**src/rtl/dffre_bank_arbiter.sv**
```systemverilog
// Register bank with enable/clear per register, shared by N_REQ writers through a
// round-robin arbiter, plus a saturating count of contended cycles.
module dffre_bank_arbiter #(
    parameter int N_REQ = 4,
    parameter int N_REG = 4,
    parameter int WIDTH = 8,
    localparam int AW = (N_REG > 1) ? $clog2(N_REG) : 1,
    localparam int PW = (N_REQ > 1) ? $clog2(N_REQ) : 1
) (
    input  logic                   clk,
    input  logic                   i_Reset_n,
    input  logic [N_REQ-1:0]       i_Req,
    input  logic [N_REQ*AW-1:0]    i_Addr,
    input  logic [N_REQ*WIDTH-1:0] i_D,
    input  logic [N_REG-1:0]       i_Clr,
    output logic [N_REQ-1:0]       o_Grant,
    output logic [N_REG*WIDTH-1:0] o_Q,
    output logic [7:0]             o_Contention
);

    logic [PW-1:0]          ptr_q, ptr_d;
    logic [7:0]             cont_q, cont_d;
    logic [N_REG*WIDTH-1:0] bank_q, bank_d;

    logic                   grant_any;
    logic [PW-1:0]          grant_idx;
    logic [PW-1:0]          cand;
    logic [N_REQ-1:0]       grant;
    logic [AW-1:0]          sel_addr;
    logic [WIDTH-1:0]       sel_data;

    logic [AW-1:0]    addr_arr [N_REQ];
    logic [WIDTH-1:0] data_arr [N_REQ];

    generate
        for (genvar gi = 0; gi < N_REQ; gi++) begin : g_unpack
            assign addr_arr[gi] = i_Addr[gi*AW +: AW];
            assign data_arr[gi] = i_D[gi*WIDTH +: WIDTH];
        end
    endgenerate

    // Rotating priority search starting at ptr_q; reset suppresses any grant.
    always_comb begin
        grant_any = 1'b0;
        grant_idx = '0;
        cand      = '0;
        grant     = '0;
        for (int i = 0; i < N_REQ; i++) begin
            cand = PW'((32'(ptr_q) + 32'(i)) % 32'(N_REQ));
            if (!grant_any && i_Req[cand]) begin
                grant_any = 1'b1;
                grant_idx = cand;
            end
        end
        if (!i_Reset_n) begin
            grant_any = 1'b0;
        end
        for (int k = 0; k < N_REQ; k++) begin
            grant[k] = grant_any && (grant_idx == PW'(k));
        end
    end

    assign o_Grant  = grant;
    assign sel_addr = addr_arr[grant_idx];
    assign sel_data = data_arr[grant_idx];

    // Clear beats write; an out-of-range address matches no register and is dropped.
    generate
        for (genvar gi = 0; gi < N_REG; gi++) begin : g_bank
            assign bank_d[gi*WIDTH +: WIDTH] =
                i_Clr[gi]                              ? '0 :
                (grant_any && (sel_addr == AW'(gi)))   ? sel_data :
                                                         bank_q[gi*WIDTH +: WIDTH];
        end
    endgenerate

    always_comb begin
        ptr_d = ptr_q;
        if (grant_any) begin
            ptr_d = (grant_idx == PW'(N_REQ - 1)) ? '0 : grant_idx + 1'b1;
        end
        cont_d = cont_q;
        if (($countones(i_Req) >= 2) && (cont_q != 8'hFF)) begin
            cont_d = cont_q + 8'd1;
        end
    end

    always_ff @(posedge clk or negedge i_Reset_n) begin
        if (!i_Reset_n) begin
            ptr_q  <= '0;
            cont_q <= '0;
            bank_q <= '0;
        end else begin
            ptr_q  <= ptr_d;
            cont_q <= cont_d;
            bank_q <= bank_d;
        end
    end

    assign o_Q          = bank_q;
    assign o_Contention = cont_q;

endmodule

```
**config.mk**
```make
export PLATFORM = sky130hd
export DESIGN_NAME = dffre_bank_arbiter
export DESIGN_NICKNAME = d
export VERILOG_FILES = /design/src/rtl/dffre_bank_arbiter.sv
export SDC_FILE = /design/constraint.sdc
export NUM_CORES = 1
export LEC_CHECK = 0
export CORE_ASPECT_RATIO = 1.75
export CORE_MARGIN = 2
export CORE_UTILIZATION = 49
export DETAILED_ROUTE_END_ITERATION = 10
export MAX_ROUTING_LAYER = met4
export PLACE_DENSITY = 0.86
export SETUP_SLACK_MARGIN = 0.3
export SLEW_MARGIN = 30
export SYNTH_ARGS = -nofsm -noshare
export SYNTH_HDL_FRONTEND = slang
export SYNTH_SLANG_ARGS = --single-unit
```
**constraint.sdc**
```tcl
create_clock -name clk -period 4.8 [get_ports clk]
set_clock_uncertainty 0.05 [all_clocks]
set_input_delay 1.44 -clock clk [delete_from_list [all_inputs] [get_ports clk]]
set_output_delay 1.44 -clock clk [all_outputs]
set_load 0.05 [all_outputs]
```
==> results.sh <==
export IMPL_rr_endpoint="o_Q[16]"
export IMPL_first_pass_iters=5
export IMPL_core_region_sq_um=5299
export IMPL_setup_violations_final=0
export IMPL_pin_count_of_the_biggest_net_entering_global_routing=44
export IMPL_post_drt_wl_per_cell_um=17.45
export IMPL_hold_path_cell_count=1
export IMPL_rsz0062_at_grt="no"
export IMPL_worst_ir_drop_vdd_uv=286.1
export IMPL_final_setup_tns_ns=0
export IMPL_synth_top_cell_area_share=0.3876
export IMPL_cp_max_fo=7
export IMPL_cts_num_sinks=42
export IMPL_syn_instance_count=269
export IMPL_dp_cells=430
export IMPL_fp_dieH_um=102.4
export IMPL_design_die_area_sq_um=6168
export IMPL_grt_pass1_wl_mm=11.96
export IMPL_worst_skew_pair_late_latency_ns=0.30
export IMPL_layout_worst_path_cycle_share=0.8993
export IMPL_power_switching_uw=867.8
export IMPL_maxSlewViolCount=0
export IMPL_synth_top_cells_by_count="42 x sky130_fd_sc_hd__dfrtp_1, 36 x sky130_fd_sc_hd__nand3_1, 34 x sky130_fd_sc_hd__nand2b_1"
export IMPL_reg2reg_slack_ns=2.19
export IMPL_htree_num_levels=2
export IMPL_top_cells_by_area_in_the_synthesized_netlist="sky130_fd_sc_hd__dfrtp_1 39%, sky130_fd_sc_hd__mux2i_1 12%, sky130_fd_sc_hd__nand3b_1 9.1%"
export IMPL_multiInputGateArea_sq_um=1580
export IMPL_synth_yosys_seq_area_share=0.3876
export IMPL_avgSynthCellArea_sq_um=10.08
export IMPL_post_layout_total_power_uw=1803
export IMPL_drv_cap=0
export IMPL_actual_slew_at_the_worst_max_slew_pin_ns=0.5774
export IMPL_post_synth_instance_area_sq_um=2711
export IMPL_type_of_the_worst_setup_path="primary input to output port"
export IMPL_tritoncts="yes"
export IMPL_clock_power_share=0.127
export IMPL_drc_errors=0
export IMPL_outcome="complete, no violations"
export IMPL_std_cell_rows=35
export IMPL_grt_pass1_vias=2395
export IMPL_cp_data_required_time_ns=3.31
export IMPL_crit_path_start_kind="primary input"
export IMPL_vias=2472
export IMPL_r2r_start="ptr_q[1]"
export IMPL_postSynthRegisterBits=42
export IMPL_min_delay_start="o_Contention[5]"
export IMPL_top_count_cell_post_synth="sky130_fd_sc_hd__dfrtp_1"
export IMPL_r2r_worst_path_cells=7
export IMPL_finalNonFillerCells=438
export IMPL_postSynthNetCount=325
export IMPL_max_freq_ghz=0.2317
export IMPL_ys_types=39
export IMPL_cp_end_kind="output port"
export IMPL_ios=94
export IMPL_postLayoutCellArea_sq_um=3844
export IMPL_worst_ep_arrival_time_ns=2.83
export IMPL_area_delta_synth_final_pct=41.76
export IMPL_synth_enable_flop_cells=0
export IMPL_fin_crit_ns=4.317
export IMPL_final_hold_fails=0
export IMPL_gp_congestion=0.9016
export IMPL_total_inserted_antenna_cells=0
export IMPL_hold_bufs_inserted_after_cts=0
export IMPL_sw_frac_of_total=0.4812
export IMPL_synth_yosys_warnings=0
export IMPL_cts_inserted_buffers=5
export IMPL_root_buffer="sky130_fd_sc_hd__clkbuf_8"
export IMPL_worst_hold_slack_ns=0.4455
export IMPL_global_route_usage_total=0.2728
export IMPL_dp_hpwl_mm=5.783
export IMPL_async_reset_ff_frac=1.000
export IMPL_timing_max_slew_rel_slack=0.6138
export IMPL_max_clock_path_buffers=2
export IMPL_filler_cell_count=423
export IMPL_drtAntennaViolNets=0
export IMPL_hold_class="flip-flop to flip-flop"
export IMPL_min_delay_worst_endpoint="o_Contention[5]"
export IMPL_netlist_top_cell_by_area="sky130_fd_sc_hd__dfrtp_1"
export IMPL_path_clk_slew_ns=0.09
export IMPL_globalRouteOverflowTotal=0
export IMPL_static_leakage_power_uw=0.001640
export IMPL_initialDrtViolationCount=126
export IMPL_die_width_um=60.23
export IMPL_dpl_instance_area_sq_um=3739
export IMPL_vias_per_cell=5.644
export IMPL_post_cts_setup_buffer_count=0
export IMPL_part_of_the_power_in_combinational_logic=0.590
export IMPL_net_count_of_the_finished_layout=419
export IMPL_seq_area_sq_um=1051
export IMPL_pwr_density_cell_nw_per_um2=469.2
export IMPL_p_int_uw=935.5
export IMPL_starting_density_of_the_core=0.5117
export IMPL_ys_flop_type="sky130_fd_sc_hd__dfrtp_1"
export IMPL_totalWireLength_mm=7.645
export IMPL_final_layout_size_suffix_gt1_frac=0.09615
export IMPL_power_sequential_fraction=0.283
export IMPL_antenna_violations_before_repair=0
export IMPL_port_buffers=93
==> what timing repair did <==
item                                    in CTS  in global routing
endpoints found under the setup margin       4                  4
pin swaps                                    1                  2
gates resized for setup                      3                  8
==> worst max-delay path, stage by stage <==
cell and delay [ns]:
sky130_fd_sc_hd__dlygate4sd2_1 0.30, sky130_fd_sc_hd__nor2b_1 0.18, sky130_fd_sc_hd__a221oi_4 0.33, sky130_fd_sc_hd__inv_2 0.08
sky130_fd_sc_hd__ha_1 0.20, sky130_fd_sc_hd__and2_1 0.14, sky130_fd_sc_hd__buf_6 0.15
==> cell families after synthesis <==
group | synth area share
AOI/OAI and AO/OA | 0.1209
adders and majority gates | 0.03046
muxes | 0.1223
and+or+nand+nor | 0.2847
xor gates and xnor gates | 0.02261
DFF | 0.3876
buffers and inverters | 0.03138
==> flip-flops by register name, summed over array words and instances (netlist names) <==
register,count
o_Q,32
ptr_q,2
o_Contention,8
==> routing by layer <==
| layer | GRT usage | share of wire |
|---|---|---|
| met1 | 0.3071 | 0.37 |
| met3 | 0.03544 | 0.048 |
| met4 | 0.1316 | 0.050 |
| met5 | - | 0 |
| met2 | 0.4632 | 0.53 |
==> through the flow <==
step	worst slack [ns]	util
floorplan	0.3406	-
global placement	0.06497	0.7055
detailed placement	-0.0002518	0.7055
CTS	0.3049	0.7223
global route	0.3761	0.7254
finish	0.4833	0.7254
==> worst max path at each step <==
stage	startpoint	endpoint	depth (start not counted)
6_report	i_Req[2]	o_Grant[0]	7
5_1_grt	i_Req[2]	o_Grant[2]	7
4_1_cts	i_Req[1]	o_Grant[0]	8
3_5_place_dp	i_Req[3]	o_Grant[0]	8
3_3_place_gp	i_Req[3]	o_Grant[0]	8
2_1_floorplan	i_Req[3]	o_Grant[1]	6
==> cell type report <==
class | count | area share
sequential | 42 | 0.2734
clock inverter | 3 | 0.005534
tap | 74 | 0.02409
clock buffer | 5 | 0.01790
timing repair buffer | 101 | 0.2630
inverter | 5 | 0.004883
multi-input combinational | 208 | 0.4111
==> cells in the final DEF (no fill, tap or decap), types with 2 or more instances in the layout <==
master / n
sky130_fd_sc_hd__clkdlybuf4s50_1: 84
sky130_fd_sc_hd__dfrtp_1: 42
sky130_fd_sc_hd__nand3_1: 36
sky130_fd_sc_hd__nand2b_1: 34
sky130_fd_sc_hd__nand3b_1: 33
sky130_fd_sc_hd__mux2i_1: 32
sky130_fd_sc_hd__o21ai_0: 18
sky130_fd_sc_hd__buf_4: 7
sky130_fd_sc_hd__xnor2_1: 5
sky130_fd_sc_hd__ha_1: 5
sky130_fd_sc_hd__clkbuf_8: 5
sky130_fd_sc_hd__and2_1: 4
sky130_fd_sc_hd__and3_1: 4
sky130_fd_sc_hd__nand4_1: 4
sky130_fd_sc_hd__nand2_1: 4
sky130_fd_sc_hd__inv_2: 3
sky130_fd_sc_hd__a21oi_1: 3
sky130_fd_sc_hd__a211o_1: 3
sky130_fd_sc_hd__a211oi_4: 3
sky130_fd_sc_hd__buf_6: 3
sky130_fd_sc_hd__inv_1: 2
sky130_fd_sc_hd__a21o_1: 2
sky130_fd_sc_hd__xor2_1: 2
sky130_fd_sc_hd__dlymetal6s2s_1: 2
sky130_fd_sc_hd__buf_12: 2
==> power groups by stage <==
stage	sequential, uW	clock [uW]	combinational (uW)
5_1_grt	523	250	1130
3_3_place_gp	516	0	1040
3_5_place_dp	519	0	1050
2_1_floorplan	772	0	447
6_report	511	229	1060
4_1_cts	512	232	1060
Note: power is estimated with default switching activity, not from simulation.
